### config.mk
export PLATFORM = sky130hd
export DESIGN_NAME = periph_resp_scheduler_flat
export DESIGN_NICKNAME = d
export VERILOG_FILES = /design/src/rtl/periph_resp_pkg.sv /design/src/rtl/periph_resp_scheduler_if.sv /design/src/rtl/periph_resp_fifo.sv /design/src/rtl/periph_resp_scheduler.sv /design/src/flat_wrapper.sv
export SDC_FILE = /design/constraint.sdc
export NUM_CORES = 1
export LEC_CHECK = 0
export ABC_AREA = 1
export CAP_MARGIN = 20
export CORE_MARGIN = 1.5
export CORE_UTILIZATION = 55
export CTS_BUF_LIST = sky130_fd_sc_hd__clkbuf_4
export DETAILED_ROUTE_END_ITERATION = 10
export PLACE_DENSITY = 0.82
export SLEW_MARGIN = 40
export SYNTH_ARGS = -nofsm -noshare
export SYNTH_HDL_FRONTEND = slang
export SYNTH_SLANG_ARGS = --single-unit
### constraint.sdc
create_clock -name clk -period 4.1 [get_ports clk]
set_input_delay 0.82 -clock clk [delete_from_list [all_inputs] [get_ports clk]]
set_output_delay 0.82 -clock clk [all_outputs]
set_load 0.02 [all_outputs]
### src/rtl/periph_resp_pkg.sv
// periph_resp_pkg: shared constants and helpers for the peripheral response scheduler.
package periph_resp_pkg;
    localparam int SRC0 = 0;
    localparam int SRC1 = 1;

    function automatic int ptr_width(input int depth);
        return (depth > 1) ? $clog2(depth) : 1;
    endfunction
endpackage

### src/rtl/periph_resp_scheduler_if.sv
// periph_resp_scheduler_if: two source response streams in, two collision-free scheduled streams and status out.
interface periph_resp_scheduler_if #(parameter int DATA_WIDTH = 32);
    logic [1:0][DATA_WIDTH-1:0] src_rdata;
    logic [1:0]                 src_valid;
    logic [1:0]                 src_opc;
    logic [1:0][DATA_WIDTH-1:0] sch_rdata;
    logic [1:0]                 sch_valid;
    logic [1:0]                 sch_opc;
    logic [1:0]                 full;
    logic                       overflow;

    modport master(
        output src_rdata, src_valid, src_opc,
        input  sch_rdata, sch_valid, sch_opc, full, overflow
    );
    modport slave(
        input  src_rdata, src_valid, src_opc,
        output sch_rdata, sch_valid, sch_opc, full, overflow
    );
endinterface

### src/rtl/periph_resp_fifo.sv
// periph_resp_fifo: small circular FIFO with combinational head; push and pop may coincide even when full.
module periph_resp_fifo
    import periph_resp_pkg::*;
#(
    parameter int WIDTH = 33,
    parameter int DEPTH = 2
) (
    input  logic                         clk,
    input  logic                         rst_n,
    input  logic                         push,
    input  logic                         pop,
    input  logic [WIDTH-1:0]             din,
    output logic [WIDTH-1:0]             head,
    output logic                         empty,
    output logic                         full,
    output logic [$clog2(DEPTH+1)-1:0]   count
);
    localparam int PW = ptr_width(DEPTH);
    localparam int CW = $clog2(DEPTH + 1);

    logic [WIDTH-1:0] mem [DEPTH];
    logic [PW-1:0]    wr_ptr, rd_ptr;

    function automatic logic [PW-1:0] nxt(input logic [PW-1:0] p);
        return (p == PW'(DEPTH - 1)) ? '0 : p + 1'b1;
    endfunction

    always_ff @(posedge clk or negedge rst_n)
        if (!rst_n) begin
            wr_ptr <= '0;
            rd_ptr <= '0;
            count  <= '0;
        end else begin
            if (push) wr_ptr <= nxt(wr_ptr);
            if (pop) rd_ptr <= nxt(rd_ptr);
            count <= count + CW'(push) - CW'(pop);
        end

    // When full with push+pop, the write lands on the slot being popped; head is read before the edge.
    always_ff @(posedge clk)
        if (push) mem[wr_ptr] <= din;

    assign head  = mem[rd_ptr];
    assign empty = (count == '0);
    assign full  = (count == CW'(DEPTH));
endmodule

### src/rtl/periph_resp_scheduler.sv
// periph_resp_scheduler: buffers colliding source responses and issues at most one per cycle, round-robin, registered.
module periph_resp_scheduler
    import periph_resp_pkg::*;
#(
    parameter int DATA_WIDTH = 32,
    parameter int FIFO_DEPTH = 2
) (
    input logic                    clk,
    input logic                    rst_n,
    periph_resp_scheduler_if.slave bus
);
    localparam int W  = DATA_WIDTH + 1;
    localparam int CW = $clog2(FIFO_DEPTH + 1);

    logic [1:0][W-1:0] head, cand_data;
    logic [CW-1:0]     occ [2];
    logic [1:0]        empty, fifo_full, cand, grant, pop, push_req, push, drop;
    logic              rr_q;

    for (genvar k = 0; k < 2; k++) begin : g_src
        assign cand[k]      = !empty[k] || bus.src_valid[k];
        assign cand_data[k] = empty[k] ? {bus.src_opc[k], bus.src_rdata[k]} : head[k];
        assign pop[k]       = grant[k] && !empty[k];
        // A response granted straight from the input never enters its FIFO.
        assign push_req[k]  = bus.src_valid[k] && !(empty[k] && grant[k]);
        assign drop[k]      = push_req[k] && (occ[k] == CW'(FIFO_DEPTH)) && !pop[k];
        assign push[k]      = push_req[k] && !drop[k];

        periph_resp_fifo #(.WIDTH(W), .DEPTH(FIFO_DEPTH)) u_fifo (
            .clk   (clk),
            .rst_n (rst_n),
            .push  (push[k]),
            .pop   (pop[k]),
            .din   ({bus.src_opc[k], bus.src_rdata[k]}),
            .head  (head[k]),
            .empty (empty[k]),
            .full  (fifo_full[k]),
            .count (occ[k])
        );
    end

    assign grant[SRC0] = cand[SRC0] && (!cand[SRC1] || rr_q == 1'(SRC0));
    assign grant[SRC1] = cand[SRC1] && (!cand[SRC0] || rr_q == 1'(SRC1));
    assign bus.full    = fifo_full;

    always_ff @(posedge clk or negedge rst_n)
        if (!rst_n) begin
            rr_q          <= 1'b0;
            bus.sch_valid <= '0;
            bus.sch_rdata <= '0;
            bus.sch_opc   <= '0;
            bus.overflow  <= 1'b0;
        end else begin
            bus.sch_valid <= grant;
            for (int i = 0; i < 2; i++)
                if (grant[i]) {bus.sch_opc[i], bus.sch_rdata[i]} <= cand_data[i];
            if (|grant) rr_q <= grant[SRC0];
            bus.overflow <= bus.overflow || (|drop);
        end
endmodule

### src/flat_wrapper.sv
// flat-port wrapper written by rule: the top's interface ports become plain ports
module periph_resp_scheduler_flat import periph_resp_pkg::*;
#(
    parameter int DATA_WIDTH = 32,
    parameter int FIFO_DEPTH = 2
)
  (clk, rst_n, bus_src_rdata, bus_src_valid, bus_src_opc, bus_sch_rdata, bus_sch_valid, bus_sch_opc, bus_full, bus_overflow);
  periph_resp_scheduler_if #(.DATA_WIDTH(DATA_WIDTH)) bus_i ();
  input logic clk;
  input logic rst_n;
  input wire logic [$bits(bus_i.src_rdata)-1:0] bus_src_rdata;
  input wire logic [$bits(bus_i.src_valid)-1:0] bus_src_valid;
  input wire logic [$bits(bus_i.src_opc)-1:0] bus_src_opc;
  output wire logic [$bits(bus_i.sch_rdata)-1:0] bus_sch_rdata;
  output wire logic [$bits(bus_i.sch_valid)-1:0] bus_sch_valid;
  output wire logic [$bits(bus_i.sch_opc)-1:0] bus_sch_opc;
  output wire logic [$bits(bus_i.full)-1:0] bus_full;
  output wire logic [$bits(bus_i.overflow)-1:0] bus_overflow;
  assign bus_i.src_rdata = bus_src_rdata;
  assign bus_i.src_valid = bus_src_valid;
  assign bus_i.src_opc = bus_src_opc;
  assign bus_sch_rdata = bus_i.sch_rdata;
  assign bus_sch_valid = bus_i.sch_valid;
  assign bus_sch_opc = bus_i.sch_opc;
  assign bus_full = bus_i.full;
  assign bus_overflow = bus_i.overflow;
  periph_resp_scheduler #(.DATA_WIDTH(DATA_WIDTH), .FIFO_DEPTH(FIFO_DEPTH)) u_core (.clk(clk), .rst_n(rst_n), .bus(bus_i));
endmodule
==> run summary <==
Ys flop type -> edfxtp_1
Clk buf depth -> 3
CTS tree -> yes
Die Y -> 125 um
Post-synth EDFFs -> 132
Busiest metal layer after global routing -> met2
Reg2reg end -> u_core.g_src[0].u_fifo.mem[1][6]$_DFFE_PP_
Clock skew -> 0.0312 ns
Post-DR wirelength/cell -> 17.0 um
Non-filler instance count after layout -> 1045
Final Cell Area -> 10500 sq um
Reg clk slew, reported paths -> 0.06 ns
Slew headroom -> 50.2%
Combinational share of power -> 39.8%
Most common cell after layout, fill and taps aside -> nand2_1
DR iter-0 viols -> 366
Worst flop-to-flop path startpoint -> u_core.g_src[1].u_fifo.count[1]$_DFF_PN0_
R2R setup slack -> 1.91 ns
CP Launch Type -> register
Total Routing Usage GR -> 23.5%
Pre-CTS setup slack -> 1.03 ns
Num ports -> 141
Final WL -> 17800 um
Outcome -> finished clean
CTS-repair resized insts -> 0
Multi-input gate area -> 2010 sq um
M1 GR Usage -> 29.5%
Sequential-to-total area share from yosys stat -> 72.2%
Pwr Density -> 836 nW/um^2
Cells after synthesis -> 648
Initial core utilization -> 56.4%
Largest net degree at the start of global routing -> 79
Worst EP required -> 3.28 ns
Routed Antenna Nets -> 0
Placed inst area -> 9720 sq um
CTS hold repair buffers -> 0
P_int -> 0.00548 W
Diode count -> 0
Clk Latency, worst-skew pair -> 0.63 ns
Grt met3 use -> 6.85%
Async S/R FF share, synth -> 37.1%
Slew at the pin closest to its max-slew limit -> 0.747 ns
Final Setup Violations -> 0
Sw Share -> 37.5%
CTS Sinks -> 210
Fmax -> 0.357 GHz
H-tree depth -> 2
Mapped Nets -> 720
I/O Buffers -> 140
Net switching power -> 0.00329 W
Worst setup EP type -> output pin
Tmin final -> 2.80 ns
CTS buffer count -> 53
RSZ-0062 raised after global routing -> no
Setup TNS Final -> 0 ns
Die ar. -> 15600 sq um
Yosys Warn Count -> 0
NumNets Final -> 888
Inst Count DP -> 944
Worst hold path type -> input port to asynchronous set/reset pin
Vias per cell -> 5.40
VDD IR-drop max -> 0.000473 V
Post-CTS setup repair buffer count -> 0
Fillcell total -> 961
First-pass GRT wire length -> 29400 um
Final total power -> 0.00877 W
Max Transition Viols Final -> 0
Gr ovfl total -> 0
Setup WS post-layout -> 1.30 ns
GRT met2 Usage -> 39.4%
Final Hold Fails -> 0
Crit path arrival time -> 1.98 ns
Crit path kind -> register to output pin
CP Max Fanout -> 3
Global placement routability congestion -> 0.824
HPWL after DPL -> 10900 um
Number of global-route vias before repair -> 5972
Post-synthesis cell type count -> 25
Max-capacitance violation count -> 0
Vias -> 5644
Initial DRT Pass Iterations -> 4
Seq pwr share -> 39.5%
Leak pwr -> 4.16 nW
Die width -> 125 um
Clock power share -> 20.7%
Drc violations -> 0
# rows -> 44
Area grow syn2layout -> 27.9%
#FFs+latches synth -> 210
FF-to-FF path depth -> 7
Avg Inst Size Synth -> 12.6 sq um
CORE AREA -> 14500 sq um
Clk root buf -> clkbuf_4
Syn Std Cell Area -> 8200 sq um
Initial antenna violation count -> 0
Layout cells sized above 1 -> 14.2%
Most frequent cells in the layout -> nand2_1, clkdlybuf4s50_1, edfxtp_1, clkbuf_4, dfrtp_1
Register Area -> 5920 sq um
Tcrit/Tclk final -> 68.3%
-- cell usage after synthesis (2+ instances only) --
| master | count | share of area (%) |
|---|---|---|
| dfrtp_1 | 78 | 24 |
| clkbuf_1 | 10 | 0.46 |
| xnor2_1 | 3 | 0.32 |
| buf_1 | 2 | 0.092 |
| nand2_1 | 180 | 8.2 |
| o21ai_0 | 28 | 1.7 |
| buf_2 | 16 | 0.98 |
| nand2_4 | 2 | 0.27 |
| nand2_2 | 5 | 0.38 |
| edfxtp_1 | 132 | 48 |
| nand4_1 | 3 | 0.23 |
| nor2_4 | 3 | 0.41 |
| buf_4 | 3 | 0.27 |
| buf_6 | 5 | 0.69 |
| nor2_1 | 4 | 0.18 |
| a21oi_1 | 68 | 4.2 |
| o211ai_1 | 33 | 3.0 |
| inv_1 | 22 | 1.0 |
| nand3_1 | 7 | 0.43 |
| o21ai_1 | 6 | 0.37 |
| ha_1 | 2 | 0.31 |
| mux2i_1 | 33 | 4.0 |
-- flip-flops by register name, indices dropped and copies added, names as in the netlist, 2 cells and up --
| signal | cells |
|---|---|
| u_core.bus.sch_valid | 2 |
| u_core.g_src.u_fifo.rd_ptr | 2 |
| u_core.g_src.u_fifo.mem | 132 |
| u_core.g_src.u_fifo.wr_ptr | 2 |
| u_core.g_src.u_fifo.count | 4 |
| u_core.bus.sch_opc | 2 |
| u_core.bus.sch_rdata | 64 |
-- cell families after synthesis --
group | after synthesis | synth area share, %
AO/OA/AOI/OAI | 135 | 9.25
flip-flops | 210 | 72.2
XOR/XNOR | 4 | 0.427
buffers and inverters | 58 | 3.50
AND/OR/NAND/NOR | 206 | 10.3
adder cells (fa/ha/maj) | 2 | 0.305
multiplexers | 33 | 4.03
-- per-stage QoR --
stage               hold slack [ns]  util (%)
detailed placement            0.461      66.9
CTS                           0.230      72.0
global placement              0.459      66.7
floorplan                     0.442         -
finish                        0.232      72.1
global route                  0.246      72.1
-- worst max-delay path, stage by stage, from the launching register on --
cell	delay, ns
dfrtp_1	0.44
inv_1	0.07
nor2_1	0.16
clkdlybuf4s50_1	0.69
-- area by class of cell --
cell class,count,area share (%)
Clock buffer,95,6.80
Clock inverter,5,0.191
Inverter,22,0.788
Multi-Input combinational cell,380,19.2
Sequential cell,210,56.5
Tap cell,184,2.20
Timing Repair Buffer,149,14.4
-- how the worst max path moves through the flow --
stage          cells after the start                                 startpoint                                          end  slack, ns
6_report                           3  u_core.g_src[0].u_fifo.count[1]$_DFF_PN0_                                  bus_full[0]       1.30
5_1_grt                            3  u_core.g_src[0].u_fifo.count[1]$_DFF_PN0_                                  bus_full[0]       1.21
4_1_cts                            3  u_core.g_src[0].u_fifo.count[1]$_DFF_PN0_                                  bus_full[0]       1.24
3_5_place_dp                       8                           bus_src_valid[1]  u_core.g_src[0].u_fifo.mem[1][16]$_DFFE_PP_       1.03
3_3_place_gp                       7                           bus_src_valid[1]  u_core.g_src[0].u_fifo.mem[1][16]$_DFFE_PP_       0.97
2_1_floorplan                      6                           bus_src_valid[1]   u_core.g_src[0].u_fifo.mem[1][0]$_DFFE_PP_       0.85
-- layer usage --
metal / part of all wire [%] / up-vias
met5: 0 / -
met4: 1.3 / 0
met3: 7.2 / 20
met2: 50 / 210
met1: 42 / 2768
li1: - / 2646
-- power by group through the flow --
stage          registers [W]  logic, W  clock network [W]
6_report             0.00346   0.00349            0.00182
5_1_grt              0.00353   0.00381            0.00200
4_1_cts              0.00346   0.00349            0.00187
3_5_place_dp         0.00349   0.00346                  0
3_3_place_gp         0.00345   0.00330                  0
2_1_floorplan        0.00375   0.00189                  0
No activity file was read; power rests on OpenSTA's default activity.
